**config.mk**
```make
export PLATFORM = sky130hd
export DESIGN_NAME = serial_deserializer
export DESIGN_NICKNAME = d
export VERILOG_FILES = /design/src/rtl/serial_deserializer.sv
export SDC_FILE = /design/constraint.sdc
export NUM_CORES = 1
export LEC_CHECK = 0
export BUFFER_PORTS_ARGS = -buffer_cell sky130_fd_sc_hd__buf_2
export CAP_MARGIN = 40
export CORE_UTILIZATION = 55
export DETAILED_ROUTE_END_ITERATION = 8
export GPL_TIMING_DRIVEN = 0
export PLACE_DENSITY = 0.85
export SETUP_SLACK_MARGIN = 0.3
export SYNTH_ARGS = -nofsm -noshare
export SYNTH_HDL_FRONTEND = slang
export SYNTH_SLANG_ARGS = --single-unit
```
**constraint.sdc**
```tcl
create_clock -name clk -period 3.75 [get_ports clk]
set_input_delay 0.375 -clock clk [delete_from_list [all_inputs] [get_ports clk]]
set_output_delay 0.375 -clock clk [all_outputs]
set_load 0.005 [all_outputs]
```
**src/rtl/serial_deserializer.sv**
```systemverilog
// rtl/serial_deserializer.sv - framed serial-in, parallel-out receiver with one-word holding register
// Optional trailing even-parity bit per frame: SERIAL_DESERIALIZER_PARITY_EN
module serial_deserializer #(
   parameter int WIDTH = 8
) (
   input  logic             clk,
   input  logic             reset,
   input  logic             in,
   input  logic             in_valid,
   input  logic             frame,
   output logic [WIDTH-1:0] out,
   output logic             out_valid,
   input  logic             out_ready,
   output logic             overrun,
   output logic             frame_err,
   output logic             parity_err
);

`ifdef SERIAL_DESERIALIZER_PARITY_EN
   localparam int PAR = 1;
`else
   localparam int PAR = 0;
`endif

   localparam int FRAME_BITS = WIDTH + PAR;
   localparam int CW         = $clog2(FRAME_BITS + 1);
   // The final bit of a frame is taken straight from `in`, so only the earlier bits need storage.
   localparam int SR_W       = (FRAME_BITS > 1) ? FRAME_BITS - 1 : 1;

   typedef enum logic {IDLE, SHIFT} state_t;

   state_t            state;
   logic [CW-1:0]     count;
   logic [SR_W-1:0]   sr;
   logic [SR_W:0]     cat;
   logic              word_done;
   logic [WIDTH-1:0]  done_word;

   assign cat       = {sr, in};
   assign done_word = cat[FRAME_BITS-1:PAR];

   always_comb begin
      word_done = 1'b0;
      if (in_valid) begin
         if (frame)
            word_done = (FRAME_BITS == 1);
         else if (state == SHIFT)
            word_done = (count == CW'(FRAME_BITS - 1));
      end
   end

   always_ff @(posedge clk or negedge reset) begin
      if (!reset) begin
         state     <= IDLE;
         count     <= '0;
         sr        <= '0;
         out       <= '0;
         out_valid <= 1'b0;
         overrun   <= 1'b0;
         frame_err <= 1'b0;
`ifdef SERIAL_DESERIALIZER_PARITY_EN
         parity_err <= 1'b0;
`endif
      end else begin
         overrun   <= 1'b0;
         frame_err <= 1'b0;

         // A framed bit always starts a new word; in SHIFT it also abandons the partial one.
         if (in_valid) begin
            if (frame) begin
               frame_err <= (state == SHIFT);
               sr        <= cat[SR_W-1:0];
               count     <= word_done ? '0 : CW'(1);
               state     <= word_done ? IDLE : SHIFT;
            end else if (state == SHIFT) begin
               sr <= cat[SR_W-1:0];
               if (word_done) begin
                  count <= '0;
                  state <= IDLE;
               end else begin
                  count <= count + 1'b1;
               end
            end
         end

         if (word_done) begin
            if (!out_valid || out_ready) begin
               out       <= done_word;
               out_valid <= 1'b1;
`ifdef SERIAL_DESERIALIZER_PARITY_EN
               parity_err <= ^cat;
`endif
            end else begin
               overrun <= 1'b1;
            end
         end else if (out_valid && out_ready) begin
            out_valid <= 1'b0;
         end
      end
   end

`ifndef SERIAL_DESERIALIZER_PARITY_EN
   assign parity_err = 1'b0;
`endif

endmodule

```
-- Word-level counts from Yosys, hierarchy flattened
Index checks and enable logic that the tools add are counted.
- RAM bits: 0
- flip-flop bits (word level): 23
- output and inout bits: 12
- input bits: 6
- word-level logic and storage cells: 37
- memories kept: 0
- bits in read-only memories: 0
- bits in latches: 0
- divide/modulo/power cells: 0
- add/sub/neg operators: 1
- equality and inequality tests: 2
- mux-type cells: 19
- shifts and indexed selects: 0
- reduce and logical (&&, ||, !) cells: 8
- bitwise operators: 0
- $mul: 0
- magnitude comparators: 0
- operators by type and width (cell ; number):
    $mux 1 ; 14
    $mux 7 ; 2
    $mux 4 ; 3
    $reduce_and 2->1 ; 3
    $add 4x1->4 const B ; 1
    $eq 4x3->1 const B ; 1
    $reduce_bool 2->1 ; 2
    $ne 2x1->1 const B ; 1
    $logic_and 1x1->1 ; 1
    $logic_not 1->1 ; 1
    $logic_or 1x1->1 ; 1

-- Logic depth before layout (Yosys ltp)
Gate-level depths: netlist of run 1.
- word-level depth: 7
- depth in mapped cells: 4
- mapped depth without buffers: 4

-- Least setup slack after synthesis of run 1
Ideal clock, no wire load.
- path kind: reg2reg
- start: register count[0]
- end: register out[0]
- stages on the path, launching flop included: 5
- clock period less this slack: 1644 ps
- arrival: 1519 ps
- buffers on the path: 0
- library setup time: 125 ps
- required time: 3625 ps
- path slack: 2106 ps
- path through: dfrtp_1 > ha_1 > nand3b_4 > nor4b_4 > mux2_2
- cells in the longest elaborated chain, start to end: 5
- ends and longest elaborated chain (what ; RTL line ; source):
    start: declaration ; 33 ; logic [CW-1:0] count;
    start signal: assignment ; 73 ; count <= word_done ? '0 : CW'(1);
    start signal: assignment ; 81 ; count <= count + 1'b1;
    $eq 4x3->1 ; 48 ; word_done = (count == CW'(FRAME_BITS - 1));
    $mux 1 ; 47 ; else if (state == SHIFT)
    $mux 1 ; 45 ; if (frame)
    $mux 1 ; 44 ; if (in_valid) begin
    $reduce_and 2->1 (no line) ; - ;
    end signal: assignment ; 88 ; out <= done_word;
    end: declaration ; 11 ; output logic [WIDTH-1:0] out,
Every way passes these cells.
A chain may end at the register's enable or synchronous reset.

-- Final worst setup path of run 1
Ends and elaborated chain as after synthesis.

==> results.cfg, run 1 <==
[critical_path]
crit_required_ns = 3.96
r2r_slack_ns = 1.88
critPathTopFamily = simple AND/OR/NAND/NOR gates
start_kind = register
path_max_fanout = 8
max_stage_delay_ns = 0.55
reg2reg_to = out[0]
r2r_start = count[0]
endpoint_kind = register
path_cells = ha_1, nand3b_4, nor4b_4, mux2_2
crit_type = reg2reg
critPathSlowestCell = nor4b_4
arrival_ns = 2.08
path_buf_inv = 0
reg2reg_depth = 4

[cts]
cts_setup_buffers = 0
insertion_delay_ns = 0.31
cts_sinks = 23
clk_pin_slew_ns = 0.12
cts_tree = built
cts.htree.levels = 1
ctsHoldBuffers = 0
root_buffer = clkbuf_4
numCtsBuffers = 3
clockBufferDepth = 2
cts_resized = 0

[logic_synthesis]
synth_warnings = 0
async_reset_ff_frac = 1.000
yosys.area.top_type = dfrtp_1
syn_area_um2 = 985.9
synth_cells = 72
yosys-top-cells-area = dfrtp_1, mux2_2, nor4b_4
yosys-top-cells-count = dfrtp_1, mux2_2, nand2_1
synth_ff_type = dfrtp_1
yosys_register_bits = 23
synth_top_cell_area_share = 0.5838
ys_seq_area_frac = 0.5838
yosysUniqueCellTypes = 28
syn_area_per_cell_um2 = 13.69
synth_edf_count = 0
syn_nets = 79
synth_most_common_cell = dfrtp_1

[detailed_routing]
ant_nets = 0
top_layer = met4
met3_length_um = 69
drc = 0
dr.pass1.iters = 4
first_iter_violations = 7
wl_um = 1458
vias_per_cell = 5.465
dr_total_vias = 623
met1_length_um = 644
wire_per_inst_um = 12.79
dr_wl_met2_um = 706

[global_route]
overflow = 0
grt_max_degree = 24
antenna_found_initial = 0
grt_usage = 0.1835
first_global_vias = 610
grt_pass1_wl_um = 2504

[sta]
period_share = 0.4986
slew_viol_final = 0
period_minus_slack_ns = 1.870
skew_ns = 0.006266
hold_viol = 4
timing.fmax_ghz = 0.5348
finalSetupViolCount = 0
rsz0062_at_grt = false
relSlewSlack = 0.5845
final.setup.tns_ns = 0
timing.hold.ws_ns = -0.0006155
worst_slew_pin_slew_ns = 0.6190

[placement]
hpwl_um = 1066
port_buffers = 14
place.gp.congestion = 0.7939

[floorplanning]
rows = 14
start_util = 0.6185
die_x_um = 44.34
die_area_um2 = 1966
ioPinCount = 18
core_um2 = 1594
die_height_um = 44.34

[finish]
num_antenna_cells = 0
syn_to_final_growth_pct = 12.94
drive_above_1_share = 0.4333
fin_nets = 98
final_core_util = 0.6986
nFillCells = 125

[outcome]
failed_checks = negative hold slack
status = finished, violations left

[pwr]
finalPower_mw = 0.5566
power_density_nw_per_um2 = 499.9
ir_drop_uv = 308.3
leakage_nw = 0.5620

[min_path]
holdCritPathClass = in2async

[flow_run]
maxCapViolCount = 0
[per-layer routing]
| layer | track usage | vias to the layer above |
|---|---|---|
| met2 | 0.3088 | 23 |
| met3 | 0.05306 | 4 |
| met1 | 0.1945 | 302 |
| met5 | 0 | - |
| met4 | 0.1333 | 0 |
| li1 | - | 294 |
[kinds of logic after synthesis]
group                      share of synthesized area
DFF                                           0.5838
muxes                                         0.1713
buffers and inverters                        0.03681
adders and majority gates                    0.01269
AOI/OAI and AO/OA                            0.07106
and+or+nand+nor                               0.1206
other                                       0.003803
[state kept, by name (all words and copies together), names as in the netlist]
signal / cells
count: 4
frame_err: 1
out: 8
out_valid: 1
overrun: 1
sr: 7
state: 1
[stage by stage]
| step | setup WS, ns | cell area [um^2] | instances |
|---|---|---|---|
| floorplan | 2.106 | 985.9 | 72 |
| global placement | 1.927 | 1086 | 110 |
| detailed placement | 1.862 | 1086 | 110 |
| CTS | 1.845 | 1114 | 114 |
| global route | 1.764 | 1114 | 114 |
| finish | 1.880 | 1114 | 114 |
[how the worst max path moves through the flow]
stage                        end     start  cells after the start  slack, ns
after global placement    out[2]  count[0]                      4       1.93
after detailed placement  out[0]  count[0]                      4       1.86
after floorplan           out[0]  count[0]                      4       2.11
after global routing      out[5]  count[0]                      4       1.76
after CTS                 out[0]  count[0]                      4       1.85
final                     out[0]  count[0]                      4       1.88
[layout by cell type (no fill, tap or decap), drive strengths merged, types with 2 or more instances in the layout]
cell type,netlist,routed
dfrtp,23,23
buf,4,18
mux2,15,15
nand2,3,3
clkbuf,0,3
o21ai,3,3
inv,2,2
nand2b,2,2
nor2,2,2
o31ai,2,2
[cell type report]
class / count / area [um^2] / share of cell area
sequential: 23 / 575.6 / 0.5169
buffer: 4 / 28.78 / 0.02584
tap: 24 / 30.03 / 0.02697
multi-input combinational: 43 / 374.1 / 0.3360
clock buffer: 3 / 22.52 / 0.02022
timing repair buffer: 14 / 70.07 / 0.06292
clock inverter: 1 / 5.005 / 0.004494
inverter: 2 / 7.507 / 0.006742
[power by group]
group / leakage [nW] / switching, mW / internal [mW]
Combinational: 0.251 / 0.0474 / 0.0652
Clock: 0.0177 / 0.0727 / 0.0399
Sequential: 0.294 / 0.0316 / 0.300
Total: 0.562 / 0.152 / 0.405
Power figures use the tool's default switching activity.
==> inputs of run 2 (changes only) <==
CORE_UTILIZATION = 47   (was 55)
PLACE_DENSITY = 0.78   (was 0.85)
clock period = 1.7 ns   (was 3.75 ns; I/O delays follow)
==> run 2 against run 1 <==
Net effect:
- the run now ends clean
- cell count up 7.0%
- core utilization shrank 8.1 points
- power is 130% higher
- register-to-register slack got worse by 1.7 ns
- clock power is 110% higher
- via count rose by 1.1%
- die area increased by 16%
- critical path type unchanged
- critical endpoint unchanged
- largest cell class unchanged
==> results.cfg, run 2 (synthesis gave the netlist of run 1 again) <==
[outcome]
status = finished clean

[cts]
root_buffer = clkbuf_4
clk_pin_slew_ns = 0.12
insertion_delay_ns = 0.30
numCtsBuffers = 3
cts_sinks = 23
clockBufferDepth = 2
cts.htree.levels = 1
cts_tree = built

[critical_path]
reg2reg_to = out[0]
crit_type = reg2reg
reg2reg_depth = 5
crit_required_ns = 1.89
start_kind = register
r2r_start = count[0]
r2r_slack_ns = 0.15
endpoint_kind = register
path_max_fanout = 8
arrival_ns = 1.74

[pwr]
ir_drop_uv = 516.2
leakage_nw = 0.5952
finalPower_mw = 1.282
power_density_nw_per_um2 = 1058

[detailed_routing]
drc = 0
wire_per_inst_um = 13.37
vias_per_cell = 5.164
wl_um = 1631
dr.pass1.iters = 4
first_iter_violations = 10
ant_nets = 0
dr_total_vias = 630

[sta]
period_minus_slack_ns = 1.548
final.setup.tns_ns = 0
finalSetupViolCount = 0
skew_ns = 0.003124
slew_viol_final = 0
period_share = 0.9107
timing.fmax_ghz = 0.6459
hold_viol = 0
rsz0062_at_grt = true

[floorplanning]
die_height_um = 47.80
die_area_um2 = 2285
ioPinCount = 18
core_um2 = 1962
rows = 16
start_util = 0.5026
die_x_um = 47.80

[global_route]
grt_max_degree = 24
grt_usage = 0.1545
antenna_found_initial = 0
grt_pass1_wl_um = 2373
first_global_vias = 550
overflow = 0

[finish]
fin_nets = 103
final_core_util = 0.6180
final_area_um2 = 1212
layoutNonFillerInstCount = 122
largest_reg_flops = 8
reg_top3 = out: 8 flops, sr: 7 flops, count: 4 flops
nFillCells = 176
layout_common_cells = dfrtp_1, buf_2, mux2_4
drive_above_1_share = 0.4842
num_antenna_cells = 0
largest-register = out
layout_commonest_cell = dfrtp_1
syn_to_final_growth_pct = 22.97

[min_path]
whs_endpoint = count[1]
holdCritPathClass = in2reg
holdPathStages = 2
min_from = frame

[placement]
place.gp.congestion = 0.6702
dp_cells = 113
hpwl_um = 1120
port_buffers = 14
dpl_cell_area_um2 = 1102

[flow_run]
maxCapViolCount = 0
[run 2: layout make-up]
type / count / area [um^2] / share of cell area
flip-flops and latches: 23 / 575.6 / 0.4747
multi-input cells: 43 / 426.7 / 0.3519
plain buffers: 4 / 28.78 / 0.02374
inverters: 2 / 7.507 / 0.006192
well taps: 27 / 33.78 / 0.02786
clock buffers: 4 / 26.28 / 0.02167
repair buffers: 19 / 113.9 / 0.09391
[run 2: worst max path at each step]
stage / startpoint / endpoint / slack, ns / cells past startpoint
after CTS: count[1] / out[0] / 0.15 / 5
after global routing: count[0] / out[1] / 0.09 / 5
after global placement: count[0] / out[0] / -0.07 / 4
after detailed placement: count[0] / out[5] / -0.16 / 4
final: count[0] / out[0] / 0.15 / 5
after floorplan: count[0] / out[0] / 0.08 / 4
[run 2: what timing repair did]
action / 4_1_cts / 5_1_grt
buffers inserted: 4 / 0
hold buffers: 1 / 0
resized for setup: 10 / 2
pin swaps: 2 / 0
setup endpoints to repair: 15 / 18
hold endpoints to repair: 23 / 0
[run 2: metrics by stage]
stage,worst slack (ns),hold slack [ns]
after floorplan,0.08435,-0.1256
after global routing,0.09469,0.06786
after detailed placement,-0.1554,0.1709
after CTS,0.1453,0.07611
after global placement,-0.06825,0.1634
final,0.1518,0.08638
[run 2: power by group]
group	total [mW]	switching, mW	internal, mW
sequential	0.741	0.0795	0.662
clock	0.241	0.150	0.0913
combinational	0.300	0.113	0.187
[run 2: critical path: stages, from the launching register on]
cell      delay (ns)
dfrtp_1         0.42
ha_4            0.17
nand3b_4        0.09
nor4b_4         0.26
buf_6           0.19
mux2_4          0.31
[run 2: layer usage]
| layer | track usage | routed length, um | vias up | part of all wire |
|---|---|---|---|---|
| li1 | - | - | 305 | - |
| met1 | 0.1952 | 759 | 312 | 0.47 |
| met2 | 0.2541 | 818 | 11 | 0.50 |
| met3 | 0.03396 | 37 | 2 | 0.023 |
| met4 | 0.06667 | 15 | 0 | 0.0092 |
| met5 | 0 | 0 | - | 0 |
==> inputs of run 3 (changes only) <==
RECOVER_POWER = 25   (was unset)
==> run 3 against run 2 <==
Net effect:
- clock power barely moved
- worst setup slack is the same
- sequential share of layout area barely moved
- combinational power hardly changed
- sequential power barely moved
- first-iteration DRC count stayed put
- sequential cell count stayed put
- critical path depth unchanged
- register-to-register slack hardly changed
==> results.cfg, run 3 (synthesis gave the netlist of run 1 again) <==
[placement]
port_buffers = 14
dp_slack_ns = -0.1554
hpwl_um = 1120
place.gp.congestion = 0.6702

[finish]
largest-register = out
largest_reg_flops = 8
reg_top3 = out: 8 flops, sr: 7 flops, count: 4 flops
syn_to_final_growth_pct = 22.84
num_antenna_cells = 0
layout_commonest_cell = dfrtp_1
nFillCells = 177
layout_common_cells = dfrtp_1, buf_2, mux2_4
fin_nets = 103
drive_above_1_share = 0.4737

[critical_path]
arrival_ns = 1.74
crit_type = reg2reg
endpoint_kind = register
path_depth = 5
reg2reg_depth = 5
critPathTopFamily = flip-flops
max_stage_delay_ns = 0.42
path_max_fanout = 8
path_cells = ha_4, nand3b_4, nor4b_4, buf_6, mux2_4
path_buf_inv = 1
start_kind = register
crit_required_ns = 1.89
critPathSlowestCell = dfrtp_1

[floorplanning]
die_x_um = 47.80
start_util = 0.5026
die_area_um2 = 2285
core_um2 = 1962
rows = 16
die_height_um = 47.80
ioPinCount = 18

[sta]
finalSetupViolCount = 0
setup_slack_ns = 0.1518
worst_slew_pin_slew_ns = 1.181
hold_viol = 0
slew_viol_final = 0
period_share = 0.9107
rsz0062_at_grt = true
skew_ns = 0.003124
timing.fmax_ghz = 0.6459
relSlewSlack = 0.2127
period_minus_slack_ns = 1.548
timing.hold.ws_ns = 0.08638

[pwr]
leakage_nw = 0.5924
p_int_mw = 0.9400
combPwrFrac = 0.234
ir_drop_uv = 516.2
swShare = 0.2668
p_sw_mw = 0.3421
power_density_nw_per_um2 = 1059
p_seq_frac = 0.578
power.share.clock = 0.188

[global_route]
antenna_found_initial = 0
grt_usage = 0.1545
grt_max_degree = 24
overflow = 0
first_global_vias = 550
grt_pass1_wl_um = 2373

[cts]
insertion_delay_ns = 0.30
root_buffer = clkbuf_4
cts.htree.levels = 1
numCtsBuffers = 3
cts_sinks = 23
clockBufferDepth = 2
cts_tree = built
clk_pin_slew_ns = 0.12

[detailed_routing]
ant_nets = 0
drc = 0
vias_per_cell = 5.164
wl_um = 1629
dr_total_vias = 630
wire_per_inst_um = 13.35
first_iter_violations = 10
dr.pass1.iters = 4

[min_path]
holdCritPathClass = in2reg
holdPathStages = 2

[flow_run]
maxCapViolCount = 0

[outcome]
status = finished clean
[run 3: cell types whose count changed in the layout (fill, tap and decap cells not counted)]
cell | previous run | this run
buf_2 | 16 | 15
clkbuf_1 | 1 | 2
[run 3: worst paths after layout]
kind,from,to,slack (ns)
max in group asynchronous,reset,sr[2],0.39
min,frame,count[1],0.09
max,count[0],out[0],0.15
min in group asynchronous,reset,out[6],0.61
max reg2reg,count[0],out[0],0.15
min reg2reg,out[4],out[4],0.52
[run 3: what timing repair did]
item                                   CTS  global route
setup endpoints to repair               15            18
setup buffers                            4             0
hold buffers                             1             0
endpoints found under the hold margin   23             0
pin swaps                                2             0
resized for setup                       10             2
[run 3: metal layers]
metal,global-route usage,share of wire
met1,0.1952,0.46
met2,0.2541,0.50
met3,0.03396,0.023
met4,0.06667,0.0092
met5,0,0
[run 3: power groups by stage]
stage	clock network [mW]	logic (mW)	registers (mW)
finish	0.241	0.300	0.741
global route	0.272	0.339	0.761
CTS	0.253	0.305	0.742
detailed placement	0	0.260	0.752
global placement	0	0.245	0.741
floorplan	0	0.175	0.735
[run 3: cell type report]
type                       count  area (um^2)  area share
sequential                    23        575.6      0.4752
multi-input combinational     43        426.7      0.3523
timing repair buffer          19        112.6     0.09298
tap                           27        33.78     0.02789
buffer                         4        28.78     0.02376
clock buffer                   4        26.28     0.02169
inverter                       2        7.507    0.006198
[run 3: through the flow]
step	power, mW	util	instances	setup TNS [ns]	instance area [um^2]
2_1_floorplan	0.9101	-	72	0	998.5
3_3_place_gp	0.9862	0.5619	113	-0.5082	1102
3_5_place_dp	1.012	0.5619	113	-1.191	1102
4_1_cts	1.300	0.6148	122	0	1206
5_1_grt	1.372	0.6173	122	0	1211
6_report	1.282	0.6173	122	0	1211
